## config.mk

```make
export PLATFORM = sky130hd
export DESIGN_NAME = operand_loader_flat
export DESIGN_NICKNAME = d
export VERILOG_FILES = /design/src/rtl/operand_loader_pkg.sv /design/src/rtl/operand_loader_if.sv /design/src/rtl/operand_loader_btn_conditioner.sv /design/src/rtl/operand_loader.sv /design/src/flat_wrapper.sv
export SDC_FILE = /design/constraint.sdc
export NUM_CORES = 1
export LEC_CHECK = 0
export CORE_AREA = 2 2 39 41
export CTS_BUF_LIST = sky130_fd_sc_hd__clkbuf_16
export DETAILED_ROUTE_END_ITERATION = 10
export DIE_AREA = 0 0 41 43
export GPL_ROUTABILITY_DRIVEN = 1
export PLACE_DENSITY = 0.77
export RECOVER_POWER = 100
export SKIP_LAST_GASP = 1
export SLEW_MARGIN = 15
export SYNTH_ARGS = -nofsm -noshare
export SYNTH_HDL_FRONTEND = slang
export SYNTH_HIERARCHICAL = 1
export SYNTH_SLANG_ARGS = --single-unit
```

## constraint.sdc

```tcl
create_clock -name clk -period 2.81 [get_ports clk]
set_input_delay 0.562 -clock clk [delete_from_list [all_inputs] [get_ports clk]]
set_output_delay 0.562 -clock clk [all_outputs]
set_load 0.01 [all_outputs]
```

## src/rtl/operand_loader_pkg.sv

```systemverilog
// Shared definitions for the operand loader and the 4-bit adder datapath around it.
// Holds the FSM state codes that are also shown on the board LEDs.
package operand_loader_pkg;

    localparam int WIDTH_DEF = 4;

    typedef enum logic [1:0] {
        WAIT_A  = 2'b00,
        WAIT_B  = 2'b01,
        PRESENT = 2'b10
    } state_t;

endpackage

```

## src/rtl/operand_loader_if.sv

```systemverilog
// Operand loader bus: switch/button/clear inputs and the registered operand pair.
// The master modport is the board side, the slave modport is the loader itself.
interface operand_loader_if
    import operand_loader_pkg::*;
#(
    parameter int WIDTH = WIDTH_DEF
);
    logic [WIDTH-1:0] Sw;
    logic             Btn;
    logic             Clr;
    logic [WIDTH-1:0] A;
    logic [WIDTH-1:0] B;
    logic             Valid;
    logic [1:0]       State;

    modport master (output Sw, Btn, Clr, input A, B, Valid, State);
    modport slave  (input Sw, Btn, Clr, output A, B, Valid, State);
endinterface

```

## src/rtl/operand_loader_btn_conditioner.sv

```systemverilog
// Button conditioner: 2-flop synchroniser, optional debounce (OPERAND_LOADER_DEBOUNCE_EN), rising-edge detect.
// Latency: press 2 cycles after Btn rise (plus DEBOUNCE_CYCLES when debounced); no backpressure, one pulse per press.
module btn_conditioner #(
    parameter int DEBOUNCE_CYCLES = 16
) (
    input  logic clk,
    input  logic rst_n,
    input  logic Btn,
    output logic press
);

    logic sync1;
    logic sync2;
    logic level;
    logic prev;

    always_ff @(posedge clk or negedge rst_n) begin
        if (!rst_n) begin
            sync1 <= 1'b0;
            sync2 <= 1'b0;
        end else begin
            sync1 <= Btn;
            sync2 <= sync1;
        end
    end

`ifdef OPERAND_LOADER_DEBOUNCE_EN
    localparam int CW = $clog2(DEBOUNCE_CYCLES + 1);

    logic [CW-1:0] cnt;
    logic          deb;

    // Level flips only after DEBOUNCE_CYCLES consecutive mismatching samples.
    always_ff @(posedge clk or negedge rst_n) begin
        if (!rst_n) begin
            cnt <= '0;
            deb <= 1'b0;
        end else if (sync2 != deb) begin
            if (cnt == CW'(DEBOUNCE_CYCLES - 1)) begin
                deb <= sync2;
                cnt <= '0;
            end else begin
                cnt <= cnt + CW'(1);
            end
        end else begin
            cnt <= '0;
        end
    end

    assign level = deb;
`else
    assign level = sync2;
`endif

    always_ff @(posedge clk or negedge rst_n) begin
        if (!rst_n) begin
            prev <= 1'b0;
        end else begin
            prev <= level;
        end
    end

    assign press = level & ~prev;

endmodule

```

## src/rtl/operand_loader.sv

```systemverilog
// Operand loader: press 1 loads A, press 2 loads B and raises Valid; debounce via OPERAND_LOADER_DEBOUNCE_EN.
// Latency: capture on the 3rd edge after Btn rise (3 + DEBOUNCE_CYCLES when debounced); no backpressure, Clr wins.
module operand_loader
    import operand_loader_pkg::*;
#(
    parameter int WIDTH           = WIDTH_DEF,
    parameter int DEBOUNCE_CYCLES = 16
) (
    input  logic              clk,
    input  logic              rst_n,
    operand_loader_if.slave   bus
);

    logic             press;
    state_t           state_q, state_d;
    logic [WIDTH-1:0] a_q, a_d;
    logic [WIDTH-1:0] b_q, b_d;
    logic             valid_q, valid_d;

    btn_conditioner #(
        .DEBOUNCE_CYCLES (DEBOUNCE_CYCLES)
    ) u_btn (
        .clk   (clk),
        .rst_n (rst_n),
        .Btn   (bus.Btn),
        .press (press)
    );

    always_ff @(posedge clk or negedge rst_n) begin
        if (!rst_n) begin
            state_q <= WAIT_A;
            a_q     <= '0;
            b_q     <= '0;
            valid_q <= 1'b0;
        end else begin
            state_q <= state_d;
            a_q     <= a_d;
            b_q     <= b_d;
            valid_q <= valid_d;
        end
    end

    // A press coinciding with Clr is dropped, not held over.
    always_comb begin
        state_d = state_q;
        a_d     = a_q;
        b_d     = b_q;
        valid_d = valid_q;
        if (bus.Clr) begin
            state_d = WAIT_A;
            a_d     = '0;
            b_d     = '0;
            valid_d = 1'b0;
        end else begin
            case (state_q)
                WAIT_A: if (press) begin
                    a_d     = bus.Sw;
                    state_d = WAIT_B;
                end
                WAIT_B: if (press) begin
                    b_d     = bus.Sw;
                    valid_d = 1'b1;
                    state_d = PRESENT;
                end
                PRESENT: if (press) begin
                    a_d     = bus.Sw;
                    valid_d = 1'b0;
                    state_d = WAIT_B;
                end
                default: state_d = WAIT_A;
            endcase
        end
    end

    assign bus.A     = a_q;
    assign bus.B     = b_q;
    assign bus.Valid = valid_q;
    assign bus.State = state_q;

endmodule
```

## src/flat_wrapper.sv

```systemverilog
// flat-port wrapper written by rule: the top's interface ports become plain ports
module operand_loader_flat import operand_loader_pkg::*;
#(
    parameter int WIDTH           = WIDTH_DEF,
    parameter int DEBOUNCE_CYCLES = 16
)
  (clk, rst_n, bus_Sw, bus_Btn, bus_Clr, bus_A, bus_B, bus_Valid, bus_State);
  operand_loader_if #(.WIDTH(WIDTH)) bus_i ();
  input  logic clk;
  input  logic rst_n;
  input wire logic [$bits(bus_i.Sw)-1:0] bus_Sw;
  input wire logic [$bits(bus_i.Btn)-1:0] bus_Btn;
  input wire logic [$bits(bus_i.Clr)-1:0] bus_Clr;
  output wire logic [$bits(bus_i.A)-1:0] bus_A;
  output wire logic [$bits(bus_i.B)-1:0] bus_B;
  output wire logic [$bits(bus_i.Valid)-1:0] bus_Valid;
  output wire logic [$bits(bus_i.State)-1:0] bus_State;
  assign bus_i.Sw = bus_Sw;
  assign bus_i.Btn = bus_Btn;
  assign bus_i.Clr = bus_Clr;
  assign bus_A = bus_i.A;
  assign bus_B = bus_i.B;
  assign bus_Valid = bus_i.Valid;
  assign bus_State = bus_i.State;
  operand_loader #(.WIDTH(WIDTH), .DEBOUNCE_CYCLES(DEBOUNCE_CYCLES)) u_core (.clk(clk), .rst_n(rst_n), .bus(bus_i));
endmodule
```

==> out/metrics.json, run 1 <==
{
  "run_status": {
    "status": "complete, no violations"
  },
  "synthesis": {
    "yosysUniqueCellTypes": 12,
    "synthCells": 42,
    "avgSynthCellArea_um2": 13.14,
    "syn-num-nets": 50,
    "synth-seq-area-share_pct": 63.49,
    "postSynthRegisterBits": 14,
    "netlist_area_um2": 551.8,
    "yosysWarnings": 6
  },
  "min_path": {
    "timing.hold.worst.start": "u_core/u_btn/sync1",
    "holdPathStages": 0,
    "min_to": "u_core/u_btn/level",
    "hold_class": "reg2reg"
  },
  "die": {
    "dieWidth_um": 41,
    "top_level_ports": 19,
    "placement_rows": 14,
    "initial_utilization_pct": 39.87,
    "floorplan.die_area_um2": 1763,
    "die_height_um": 43,
    "core_region_area_um2": 1384
  },
  "sta": {
    "worst_slew_pin_slew_ns": 0.6121,
    "maxClockFrequency_mhz": 544.4,
    "rsz0062_at_grt": "no",
    "finalHoldViolCount": 0,
    "clock-skew-final_ns": 0.003104,
    "setup_tns_ns": 0,
    "report.final.slew_viol_count": 0,
    "max-slew-margin-rel_pct": 59.06,
    "finalCriticalPeriod_ns": 1.837,
    "finalSetupViolCount": 0,
    "layout_worst_path_cycle_share_pct": 65.37
  },
  "route": {
    "detailedRoute.firstIterationViolations": 1,
    "vias": 371,
    "number_of_nets_still_failing_antenna_checks_after_routing": 0,
    "routed_wire_length_per_instance_um": 12.47,
    "totalWireLength_um": 960,
    "drc_errors": 0,
    "drt_first_pass_iters": 2,
    "drt-vias-per-instance": 4.818
  },
  "clock_tree": {
    "postCtsHoldBufs": 0,
    "ctsResizeCount": 0,
    "postCtsSetupRepairBufs": 0,
    "clk_transition_reported_paths_ns": 0.04,
    "clock_tree_from_tritoncts": "built",
    "htree_levels": 1,
    "cts.path.max_buffers": 2,
    "numCtsBuffers": 3,
    "clock-sinks": 14,
    "clk_root_buffer_cell": "clkbuf_16",
    "worstSkewPairLatency_ns": 0.24
  },
  "grt": {
    "antenna_violations_before_repair": 0,
    "wire_length_of_the_first_global_routing_pass_mm": 1.552,
    "residual_overflow_from_global_routing": 0,
    "first_global_vias": 370,
    "grt.total_usage_pct": 14.08,
    "grt_start_max_net_pins": 15
  },
  "power": {
    "worst_ir_drop_vdd_mv": 0.3302,
    "power.share.clock_pct": 49.0,
    "design_power_total_mw": 0.5193,
    "cell_internal_pwr_mw": 0.4224,
    "seq_power_share_pct": 41.6,
    "net_switching_mw": 0.09689,
    "switching_share_pct": 18.66,
    "pwr-share-comb_pct": 9.3,
    "pwrdens_nw_per_um2": 636.6,
    "power.leakage_nw": 0.4361
  },
  "cells_and_area": {
    "fin_nets": 71,
    "growth_of_design_area_from_synthesis_to_finish_pct": 47.85,
    "final_cell_mix": "14 x dlygate4sd3_1, 14 x dfrtp_1, 9 x nor2_1",
    "antenna-diode-count": 0,
    "layout-drive-gt1-share_pct": 9.836
  },
  "critical_path": {
    "top_cell_family_by_delay_on_the_critical_path": "buffers and inverters",
    "crit_required_ns": 2.25,
    "critical_path_buf_inv_count": 1,
    "critical_path.slowest_cell": "dlygate4sd3_1",
    "worst-r2r-cell-count": 4,
    "reg2reg_setup_slack_ns": 1.57,
    "path_max_fanout": 6,
    "crit_chain": "dlygate4sd3_1",
    "crit_type": "reg2out",
    "r2r_start": "u_core/u_btn/level",
    "setup.worst_path.end_class": "output pin",
    "reg2reg_to": "u_core/bus.A[1]",
    "cp.arrival_ns": 1.27,
    "critical_path.startpoint_type": "flip-flop",
    "cpPeakStageDelay_ns": 0.62
  },
  "placed_design": {
    "gpl.final_weighted_congestion": 0.7113,
    "place.port_buffers": 18
  },
  "job": {
    "drv_cap": 0
  }
}
logic make-up after synthesis:
family          after synthesis  share of synthesized area (%)
buf+inv                       2                          2.041
compound gates                4                          4.989
mux                           8                          14.51
simple gates                 14                          14.97
flops                        14                          63.49
routing by layer:
layer / GRT usage, % / part of all wire [%] / vias to the layer above
met5: 0 / 0 / -
met4: 12.00 / 3.3 / 0
met3: 4.712 / 5.6 / 4
met2: 19.69 / 47 / 14
met1: 16.32 / 44 / 173
li1: - / - / 180
final cells by class:
class / instances / area, µm²
fillers: 122 / 568.0
flip-flops and latches: 14 / 350.3
multi-input cells: 26 / 190.2
clock buffers: 3 / 75.07
repair buffers: 18 / 180.2
well taps: 16 / 20.02
stage by stage:
stage	setup slack (ns)	hold WS (ns)	cell area [µm²]	instances	util, %
6_report	0.9730	0.3471	815.8	77	58.95
5_1_grt	0.9197	0.3477	815.8	77	58.95
4_1_cts	1.035	0.3472	815.8	77	58.95
3_5_place_dp	1.294	0.3379	740.7	74	53.53
3_3_place_gp	1.302	0.3423	740.7	74	53.53
2_1_floorplan	1.748	0.2664	551.8	42	-
power by group through the flow:
stage	combinational (mW)	clock [mW]	sequential [mW]
after floorplan	0.0200	0	0.222
after global placement	0.0515	0	0.219
after detailed placement	0.0521	0	0.220
after CTS	0.0524	0.261	0.217
after global routing	0.0532	0.275	0.217
final	0.0484	0.255	0.216
synthesized netlist by cell type:
| cell type | count | area (µm²) |
|---|---|---|
| clkbuf_1 | 1 | 3.750 |
| nand3b_2 | 1 | 11.26 |
| a21oi_2 | 1 | 8.760 |
| or3b_1 | 2 | 17.52 |
| dfrtp_1 | 14 | 350.3 |
| nand2b_1 | 1 | 6.260 |
| a21oi_1 | 2 | 10.01 |
| a2bb2oi_1 | 1 | 8.760 |
| buf_4 | 1 | 7.510 |
| mux2i_1 | 8 | 80.08 |
| nor2_1 | 9 | 33.78 |
| nor2b_4 | 1 | 13.76 |
flip-flops by register name, indices dropped and copies added (netlist names):
name and flops:
u_core/bus.State 2, u_core/u_btn/level 1, u_core/bus.Valid 1, u_core/u_btn/prev 1, u_core/bus.B 4, u_core/bus.A 4
u_core/u_btn/sync1 1
worst max path at each step:
stage / from / end / slack, ns / cells past startpoint
6_report: u_core/bus.State[0] / bus_State[0] / 0.97 / 1
5_1_grt: u_core/bus.State[0] / bus_State[0] / 0.92 / 1
4_1_cts: u_core/bus.State[0] / bus_State[0] / 1.03 / 1
3_5_place_dp: u_core/bus.State[0] / bus_State[0] / 1.29 / 1
3_3_place_gp: u_core/bus.State[0] / bus_State[0] / 1.30 / 1
2_1_floorplan: u_core/u_btn/level / u_core/bus.State[0] / 1.75 / 3
Power figures use the tool's default switching activity.
==> run 2: changes to the inputs <==
CORE_AREA = default   (was 2 2 39 41)
CORE_MARGIN = 2   (was default)
CORE_UTILIZATION = 41   (was default)
DIE_AREA = default   (was 0 0 41 43)
PLACE_DENSITY = 0.76   (was 0.77)
clock period = 1.7 ns   (was 2.81 ns; I/O delays follow)
==> run 2 against run 1 <==
  * Sequential share of layout area grew 0.27 points
  * Sequential cell count is the same
  * Die area shrank 6.1%
  * Worst setup slack lost 0.88 ns
  * Core utilization grew 4.1 points
  * Clock skew is essentially flat
  * First-iteration DRC count grew to 5.0 times the previous value
  * Non-clock buffer count grew 1
  * Critical path depth is the same
  * Sequential power grew 66%
==> out/metrics.json, run 2 (synthesis gave the netlist of run 1 again) <==
{
  "route": {
    "routed_wire_length_per_instance": {"value": 14.13, "unit": "µm", "change": "was 12.47 µm"},
    "drt-vias-per-instance": {"value": 5.064, "change": "was 4.818"},
    "number_of_nets_still_failing_antenna_checks_after_routing": {"value": 0, "change": "unchanged"},
    "detailedRoute.firstIterationViolations": {"value": 5, "change": "was 1"},
    "totalWireLength": {"value": 1.102, "unit": "mm", "change": "was 960 µm"},
    "drc_errors": {"value": 0, "change": "unchanged"},
    "drt_first_pass_iters": {"value": 3, "change": "was 2"},
    "vias": {"value": 395, "change": "was 371"}
  },
  "clock_tree": {
    "clk_root_buffer_cell": {"value": "clkbuf_16", "change": "unchanged"},
    "clock_tree_from_tritoncts": {"value": "built", "change": "unchanged"},
    "cts.path.max_buffers": {"value": 2, "change": "unchanged"},
    "clk_transition_reported_paths": {"value": 0.04, "unit": "ns", "change": "about the same"},
    "ctsResizeCount": {"value": 0, "change": "unchanged"},
    "postCtsSetupRepairBufs": {"value": 0, "change": "unchanged"},
    "clock-sinks": {"value": 14, "change": "unchanged"},
    "numCtsBuffers": {"value": 3, "change": "unchanged"},
    "postCtsHoldBufs": {"value": 0, "change": "unchanged"},
    "worstSkewPairLatency": {"value": 0.24, "unit": "ns", "change": "about the same"},
    "htree_levels": {"value": 1, "change": "unchanged"}
  },
  "placed_design": {
    "place_ws": {"value": 0.3940, "unit": "ns", "change": "was 1.294 ns"},
    "dp_hpwl_um": 787.3,
    "place.port_buffers": {"value": 18, "change": "unchanged"},
    "placed_cell_area": {"value": 747.0, "unit": "µm²", "change": "was 740.7 µm²"},
    "gpl.final_weighted_congestion": {"value": 0.6245, "change": "was 0.7113"}
  },
  "cells_and_area": {
    "layout.core_utilization": {"value": 63.10, "unit": "%", "change": "was 58.95%"},
    "layout-drive-gt1-share": {"value": 6.349, "unit": "%", "change": "was 9.836%"},
    "antenna-diode-count": {"value": 0, "change": "unchanged"},
    "postLayoutCellArea": {"value": 810.8, "unit": "µm²", "change": "was 815.8 µm²"},
    "growth_of_design_area_from_synthesis_to_finish": {"value": 46.94, "unit": "%", "change": "was 47.85%"},
    "fin_nets": {"value": 72, "change": "was 71"},
    "final_cell_mix": {"value": "14 x dfrtp_1, 12 x dlygate4sd3_1, 9 x nor2_1", "change": "was 14 x dlygate4sd3_1, 14 x dfrtp_1, 9 x nor2_1"},
    "final_common_cell": "dfrtp_1"
  },
  "die": {
    "top_level_ports": {"value": 19, "change": "unchanged"},
    "floorplan.die_area": {"value": 1655, "unit": "µm²", "change": "was 1763 µm²"},
    "initial_utilization": {"value": 42.94, "unit": "%", "change": "was 39.87%"},
    "dieWidth": {"value": 40.69, "unit": "µm", "change": "was 41 µm"},
    "die_height": {"value": 40.69, "unit": "µm", "change": "was 43 µm"},
    "placement_rows": {"value": 13, "change": "was 14"},
    "core_region_area": {"value": 1285, "unit": "µm²", "change": "was 1384 µm²"}
  },
  "power": {
    "worst_ir_drop_vdd": {"value": 0.7002, "unit": "mV", "change": "was 0.3302 mV"},
    "power.leakage": {"value": 0.4308, "unit": "nW", "change": "was 0.4361 nW"},
    "pwrdens": {"value": 1081, "unit": "nW/µm²", "change": "was 636.6 nW/µm²"}
  },
  "job": {
    "drv_cap": {"value": 0, "change": "unchanged"}
  },
  "grt": {
    "first_global_vias": {"value": 363, "change": "was 370"},
    "wire_length_of_the_first_global_routing_pass": {"value": 1.580, "unit": "mm", "change": "was 1.552 mm"},
    "grt.total_usage": {"value": 16.20, "unit": "%", "change": "was 14.08%"},
    "residual_overflow_from_global_routing": {"value": 0, "change": "unchanged"},
    "antenna_violations_before_repair": {"value": 0, "change": "unchanged"},
    "grt_start_max_net_pins": {"value": 15, "change": "unchanged"}
  },
  "critical_path": {
    "top_cell_family_by_delay_on_the_critical_path": {"value": "buffers and inverters", "change": "unchanged"},
    "critical_path_buf_inv_count": {"value": 1, "change": "unchanged"},
    "critical_path.startpoint_type": {"value": "flip-flop", "change": "unchanged"},
    "crit_required": {"value": 1.36, "unit": "ns", "change": "was 2.25 ns"},
    "critical_path.slowest_cell": {"value": "dlygate4sd3_1", "change": "unchanged"},
    "endpoint": {"value": "bus_State[1]", "change": "was bus_State[0]"},
    "path_max_fanout": {"value": 5, "change": "was 6"},
    "cp.depth": {"value": 1, "change": "unchanged"},
    "setup.worst_path.start": {"value": "u_core/bus.State[1]", "change": "was u_core/bus.State[0]"},
    "reg2reg_to": {"value": "u_core/bus.A[2]", "change": "was u_core/bus.A[1]"},
    "crit_type": {"value": "reg2out", "change": "unchanged"},
    "crit_chain": {"value": "dlygate4sd3_1", "change": "unchanged"},
    "setup.worst_path.end_class": {"value": "output pin", "change": "unchanged"},
    "cp.arrival": {"value": 1.27, "unit": "ns", "change": "about the same"},
    "r2r_start": {"value": "u_core/u_btn/level", "change": "unchanged"},
    "worst-r2r-cell-count": {"value": 4, "change": "unchanged"},
    "reg2reg_setup_slack": {"value": 0.30, "unit": "ns", "change": "was 1.57 ns"},
    "cpPeakStageDelay": {"value": 0.62, "unit": "ns", "change": "about the same"}
  },
  "sta": {
    "worst_slew_pin_slew": {"value": 0.7169, "unit": "ns", "change": "was 0.6121 ns"},
    "max-slew-margin-rel": {"value": 52.21, "unit": "%", "change": "was 59.06%"},
    "report.final.slew_viol_count": {"value": 0, "change": "unchanged"},
    "finalCriticalPeriod_ns": 1.606,
    "finalHoldViolCount": {"value": 0, "change": "unchanged"},
    "final.setup.worst_slack": {"value": 0.09394, "unit": "ns", "change": "was 0.9730 ns"},
    "maxClockFrequency_mhz": 622.6,
    "clock-skew-final": {"value": 0.003216, "unit": "ns", "change": "was 0.003104 ns"},
    "setup_tns": {"value": 0, "unit": "ns", "change": "unchanged"},
    "layout_worst_path_cycle_share_pct": 94.47,
    "finalSetupViolCount": {"value": 0, "change": "unchanged"},
    "rsz0062_at_grt": {"value": "no", "change": "unchanged"}
  },
  "run_status": {
    "status": {"value": "complete, no violations", "change": "unchanged"}
  },
  "min_path": {
    "hold_class": {"value": "reg2reg", "change": "unchanged"}
  }
}
-- run 2: cell count changes in the layout (fill, tap and decap cells not counted), sizes merged --
cell	previous run	this run
clkinv	0	1
clkdlybuf4s50	4	6
dlygate4sd3	14	12
clkbuf	3	4
-- run 2: how the worst min path moves through the flow --
stage | from | to | slack, ns | cells after the start
6_report | u_core/u_btn/sync1 | u_core/u_btn/level | 0.38 | 0
5_1_grt | u_core/u_btn/sync1 | u_core/u_btn/level | 0.40 | 0
4_1_cts | u_core/u_btn/sync1 | u_core/u_btn/level | 0.38 | 0
3_5_place_dp | u_core/u_btn/sync1 | u_core/u_btn/level | 0.37 | 0
3_3_place_gp | u_core/u_btn/sync1 | u_core/u_btn/level | 0.33 | 0
2_1_floorplan | rst_n | u_core/bus.A[0] | 0.04 | 0
-- run 2: layer usage --
layer	wire [µm]	GRT usage [%]	share of wire, %	up-vias
li1	-	-	-	183
met1	435	16.55	39	193
met2	562	26.19	51	14
met3	60	6.522	5.4	5
met4	43	12.50	3.9	0
met5	0	0	0	-
-- run 2: layout make-up --
cell class / instances / area [µm²]
clock buffer: 3 / 75.07
multi-input combinational: 26 / 178.9
clock inverter: 1 / 3.754
fill: 113 / 474.2
sequential: 14 / 350.3
tap: 15 / 18.77
timing repair buffer: 19 / 183.9
-- run 2: power by group --
group          total, mW  switching (mW)  internal, mW
clock network      0.438           0.128         0.310
registers          0.358         0.00919         0.349
logic             0.0808          0.0375        0.0433
-- run 2: stage by stage --
stage          hold slack (ns)  cells  power, mW
2_1_floorplan          0.04441     42     0.4007
3_3_place_gp            0.3335     74     0.4502
3_5_place_dp            0.3705     74     0.4524
4_1_cts                 0.3842     78     0.8978
5_1_grt                 0.4005     78     0.9141
6_report                0.3781     78     0.8764
